### config.mk
export PLATFORM = sky130hd
export DESIGN_NAME = mem_port_arbiter
export DESIGN_NICKNAME = d
export VERILOG_FILES = /design/src/rtl/mem_port_arbiter.sv
export SDC_FILE = /design/constraint.sdc
export NUM_CORES = 1
export LEC_CHECK = 0
export ABC_CLOCK_PERIOD_IN_PS = 2490
export CAP_MARGIN = 30
export CORE_UTILIZATION = 62
export DETAILED_ROUTE_END_ITERATION = 7
export DONT_BUFFER_PORTS = 1
export PLACE_DENSITY = 0.87
export SYNTH_ARGS = -nofsm -noshare
export SYNTH_HDL_FRONTEND = slang
export SYNTH_SLANG_ARGS = --single-unit
### constraint.sdc
create_clock -name clock -period 2.49 [get_ports clock]
set_input_delay 0.498 -clock clock [delete_from_list [all_inputs] [get_ports clock]]
set_output_delay 0.498 -clock clock [all_outputs]
set_load 0.02 [all_outputs]
### src/rtl/mem_port_arbiter.sv
// Two-port round-robin arbiter in front of a single-port data memory.
// One access is in flight at a time; read data is returned with a one-cycle done pulse.
module mem_port_arbiter #(
   parameter int ADDR_WIDTH  = 7,
   parameter int DATA_WIDTH  = 16,
   parameter int MEM_LATENCY = 1
) (
   input  logic                  clock,
   input  logic                  reset,
   input  logic                  req0,
   input  logic                  we0,
   input  logic [ADDR_WIDTH-1:0] addr0,
   input  logic [DATA_WIDTH-1:0] wdata0,
   output logic                  done0,
   input  logic                  req1,
   input  logic                  we1,
   input  logic [ADDR_WIDTH-1:0] addr1,
   input  logic [DATA_WIDTH-1:0] wdata1,
   output logic                  done1,
   output logic [DATA_WIDTH-1:0] rdata,
   output logic                  busy,
   output logic                  mem_en,
   output logic                  mem_we,
   output logic [ADDR_WIDTH-1:0] mem_addr,
   output logic [DATA_WIDTH-1:0] mem_wdata,
   input  logic [DATA_WIDTH-1:0] mem_rdata
);

   // state   | meaning
   // S_IDLE  | sample requests, grant round-robin, latch the winner's access
   // S_ISSUE | drive mem_en for one cycle, load the latency counter
   // S_WAIT  | count down memory latency, capture read data at terminal count
   // S_RESP  | pulse done for the owner port
   typedef enum logic [1:0] {S_IDLE, S_ISSUE, S_WAIT, S_RESP} state_t;

   localparam logic [3:0] CNT_LOAD = 4'(MEM_LATENCY - 1);

   state_t                state_q, state_d;
   logic [3:0]            cnt_q, cnt_d;
   logic                  last_grant_q, last_grant_d;
   logic                  owner_q, owner_d;
   logic                  we_q, we_d;
   logic [ADDR_WIDTH-1:0] addr_q, addr_d;
   logic [DATA_WIDTH-1:0] wdata_q, wdata_d;
   logic [DATA_WIDTH-1:0] rdata_q, rdata_d;
   logic                  grant_port;

   // On a tie the port that did not win last time takes the grant.
   assign grant_port = (req0 && req1) ? ~last_grant_q : req1;

   always_comb begin
      state_d      = state_q;
      cnt_d        = cnt_q;
      last_grant_d = last_grant_q;
      owner_d      = owner_q;
      we_d         = we_q;
      addr_d       = addr_q;
      wdata_d      = wdata_q;
      rdata_d      = rdata_q;
      case (state_q)
         S_IDLE: begin
            if (req0 || req1) begin
               owner_d      = grant_port;
               last_grant_d = grant_port;
               we_d         = grant_port ? we1    : we0;
               addr_d       = grant_port ? addr1  : addr0;
               wdata_d      = grant_port ? wdata1 : wdata0;
               state_d      = S_ISSUE;
            end
         end
         S_ISSUE: begin
            cnt_d   = CNT_LOAD;
            state_d = S_WAIT;
         end
         S_WAIT: begin
            if (cnt_q == 4'd0) begin
               if (!we_q) rdata_d = mem_rdata;
               state_d = S_RESP;
            end else begin
               cnt_d = cnt_q - 4'd1;
            end
         end
         S_RESP:  state_d = S_IDLE;
         default: state_d = S_IDLE;
      endcase
   end

   always_ff @(posedge clock or negedge reset) begin
      if (!reset) begin
         state_q      <= S_IDLE;
         cnt_q        <= 4'd0;
         last_grant_q <= 1'b1;
         owner_q      <= 1'b0;
         we_q         <= 1'b0;
         addr_q       <= '0;
         wdata_q      <= '0;
         rdata_q      <= '0;
      end else begin
         state_q      <= state_d;
         cnt_q        <= cnt_d;
         last_grant_q <= last_grant_d;
         owner_q      <= owner_d;
         we_q         <= we_d;
         addr_q       <= addr_d;
         wdata_q      <= wdata_d;
         rdata_q      <= rdata_d;
      end
   end

   // Write enable is only presented alongside the strobe.
   assign mem_en    = (state_q == S_ISSUE);
   assign mem_we    = mem_en && we_q;
   assign mem_addr  = addr_q;
   assign mem_wdata = wdata_q;
   assign done0     = (state_q == S_RESP) && !owner_q;
   assign done1     = (state_q == S_RESP) &&  owner_q;
   assign busy      = (state_q != S_IDLE);
   assign rdata     = rdata_q;

endmodule
==> results <==
- The area of the mapped netlist is 2220 µm².
- Along the worst path, the maximum fanout reaches 4.
- The clock buffer count from CTS is 5.
- The congestion estimate from routability-driven global placement came to around 0.74.
- The number of inserted diodes is 0.
- The worst flop-to-flop path endpoint is state_q[1].
- The die height is slightly above 60 µm.
- The worst pin sits at a relative slew slack of between 40% and 50%.
- The first-pass GRT wire length is 5.95 mm.
- Summed over all layers, the global routing overflow is 0.
- For this run, the total global-route usage over all layers was measured as 22.3%.
- Setup repair after global routing left no endpoint under its margin.
- The analysis attributes to cell leakage a power of about 1.1 nW.
- Counting every net in the synthesized netlist gives 264.
- The number of cell instances on the worst register-to-register path is 5.
- The via count normalized by instance count is 6.04.
- The number of standard-cell rows in the floorplan is 21.
- The number of port buffers is 0.
- The post-route clock period utilization is 81.4%.
- For the final routed database, the setup TNS stands at 0 ns.
- Along the worst hold path, the cell count comes to 1.
- The first routing iteration left 45 violations.
- The clock passes through at most 2 buffers.
- In this run the most critical hold path is launched from req0.
- The max-cap violation count is 0.
- The endpoint arrival time on the critical path is approximately 1.5 ns.
- The final cell utilization of the core is around 69%.
- Ranked by total cell area, the synthesized netlist is headed by dfrtp_1 53%, mux2i_1 12%, mux2_2 9.1%.
- The total of warnings raised by yosys is 0.
- The number of different library cells used by synthesis comes to 27.
- The number of global-route vias before repair is 1424.
- The share of post-route cells with drive strength above 1 is about 18%.
- The number of remaining DRC errors is 0.
- The estimated wirelength of the detail-placed design is 3.13 mm.
- The largest net degree at the start of global routing is 50.
- The die width is 61.8 µm.
- The fmax is 493 MHz.
- STA classifies the critical path endpoint as a primary output.
- The quantity of gates resized following cts is 0.
- The minimum period implied by the final worst setup slack is 2.03 ns.
- The initial utilization of the core area, before any placement, comes to 65.5%.
- The setup violation total in the final timing report is 0.
- For flop-to-flop paths, the worst setup slack is 0.52 ns.
- Summed over all instances, the cell type with the most area after synthesis is dfrtp_1.
- The area of the core is between 3000 and 4000 µm².
- Across all hold checks on the routed design, the worst slack comes to roughly 0.21 ns.
- The max-slew violation count is 0.
- The synthesized area per cell is 11.7 µm².
- The number of hold violations in the final report is 0.
- The TritonCTS clock tree is yes.
- For hold timing, the worst endpoint is last_grant_q.
- IR analysis of the VDD net gives a maximum drop of between 0.6 and 0.7 mV.
- From synthesis to final layout, the design area changed by 5.24%.
- In this run the clock root is driven by a clkbuf_4.
- The critical path in this run is classified as flip-flop to primary output.
- The run finished with clean final reports.
- The startpoint class of the critical path is a flip-flop.
- The count of nets left with antenna violations once routing finished came out at 0.
- After synthesis, flip-flops and latches occupy about 54% of the total area.
- For the pin with the worst max-slew slack, the measured transition is 0.769 ns.
- The required time of the critical path is approximately 2.0 ns.
- The area share of the largest cell type after synthesis is 53.0%.
- The number of top-level pins is 112.
- The routed design has roughly 4.1 mm of wire.
- The clock insertion delay at the later pin of the skew report is about 0.35 ns.
- In this run the worst hold path is classified as primary input to flip-flop.
- The die covers ~3800 µm².
- The quantity of hold-fixing buffers added after cts is 2.
- The pre-antenna-repair detailed-routing pass consisted of 4 iterations.
- CTS saw 48 sinks.
- In the final design database the tool counted 265 nets.
- The clock transition at the registers of the reported paths is 0.12 ns.
- The cell count after synthesis is 189.
- After synthesis the netlist holds a flip-flop and latch count of 48.
- The worst setup skew after layout is 0.00618 ns.
- The critical register-to-register path startpoint is cnt_q[0].
- The number of setup buffers added after CTS is 0.
- In the final routed layout, each cell accounts on average for approximately 17 µm.
- The power per cell area is 1300 nW/µm².
- The initial antenna violation count is 0.
- The H-tree depth reported by CTS is 2.
- The via count is 1431.
-- cell usage after synthesis --
library cell,count
mux2i_1,26
clkbuf_1,4
a21bo_2,1
dfstp_2,1
or3b_2,1
a21oi_1,2
nor2b_1,1
nand3_1,2
mux2_2,18
and2_1,2
nand2b_1,1
a22o_2,1
nor3_1,1
ha_1,7
buf_6,1
o21ai_0,27
buf_2,3
nand2b_4,1
nand2_1,29
o32a_1,1
nor3b_1,1
a31oi_1,1
inv_1,5
dfrtp_1,47
buf_4,2
nor2_1,2
nor4b_4,1
-- placed cells by master (no fill, tap or decap), types with 2 or more instances in the layout --
cell	n
dfrtp_1	47
nand2_1	29
mux2i_1	26
o21ai_0	26
mux2_2	18
ha_1	7
inv_1	5
clkbuf_4	5
and2_1	2
a21oi_1	2
nand3_1	2
nor2_1	2
clkbuf_1	2
buf_4	2
-- cell type report --
type                       count  area [µm²]
fill                         250        1050
clock buffer                   8        58.8
inverter                       5        18.8
timing repair buffer           4        52.6
sequential                    48        1200
tap                           46        57.6
multi-input combinational    126         946
-- through the flow --
step	instances	total power, W	area [µm²]	worst slack (ns)
final	237	0.00304	2340	0.463
after floorplan	189	0.00250	2220	0.683
after global routing	237	0.00327	2340	0.356
after global placement	227	0.00260	2240	0.665
after detailed placement	227	0.00270	2240	0.527
after CTS	237	0.00308	2340	0.435
-- critical path, stage by stage, from the launching register on --
cell and delay, ns:
dfrtp_1 0.44, inv_1 0.12, ha_1 0.33, and2_1 0.30
-- power breakdown --
| part | internal (W) | switching [W] |
|---|---|---|
| Combinational | 0.000415 | 0.000472 |
| Sequential | 0.00114 | 0.000651 |
| Clock | 0.000140 | 0.000220 |
-- cell families after synthesis --
group,count (synthesis),synth area share [%]
flip-flops,48,54.2
multiplexers,44,20.9
AND/OR/NAND/NOR,42,9.47
AO/OA/AOI/OAI,33,8.17
buffers and inverters,15,3.38
adder cells (fa/ha/maj),7,3.95
-- layer usage --
layer  vias up  routed length, µm  track usage [%]
li1        659                  -                -
met1       688               1610             23.7
met2        74               2110             40.1
met3        10                329             6.42
met4         0                 72             11.4
met5         -                  0                0
-- state kept, by name, summed over array words and instances (netlist names) --
register      count
last_grant_q      1
mem_addr          7
cnt_q             4
mem_wdata        16
owner_q           1
rdata            16
state_q           2
we_q              1
-- worst max-delay path by stage --
| stage | cells after the start | end | slack [ns] | from |
|---|---|---|---|---|
| CTS | 3 | mem_we | 0.43 | state_q[1] |
| floorplan | 6 | rdata[0] | 0.68 | state_q[0] |
| global route | 3 | mem_we | 0.36 | state_q[1] |
| detailed placement | 5 | state_q[1] | 0.53 | cnt_q[0] |
| global placement | 5 | state_q[1] | 0.67 | cnt_q[0] |
| finish | 3 | mem_we | 0.46 | state_q[1] |
Note: power is estimated with default switching activity, not from simulation.
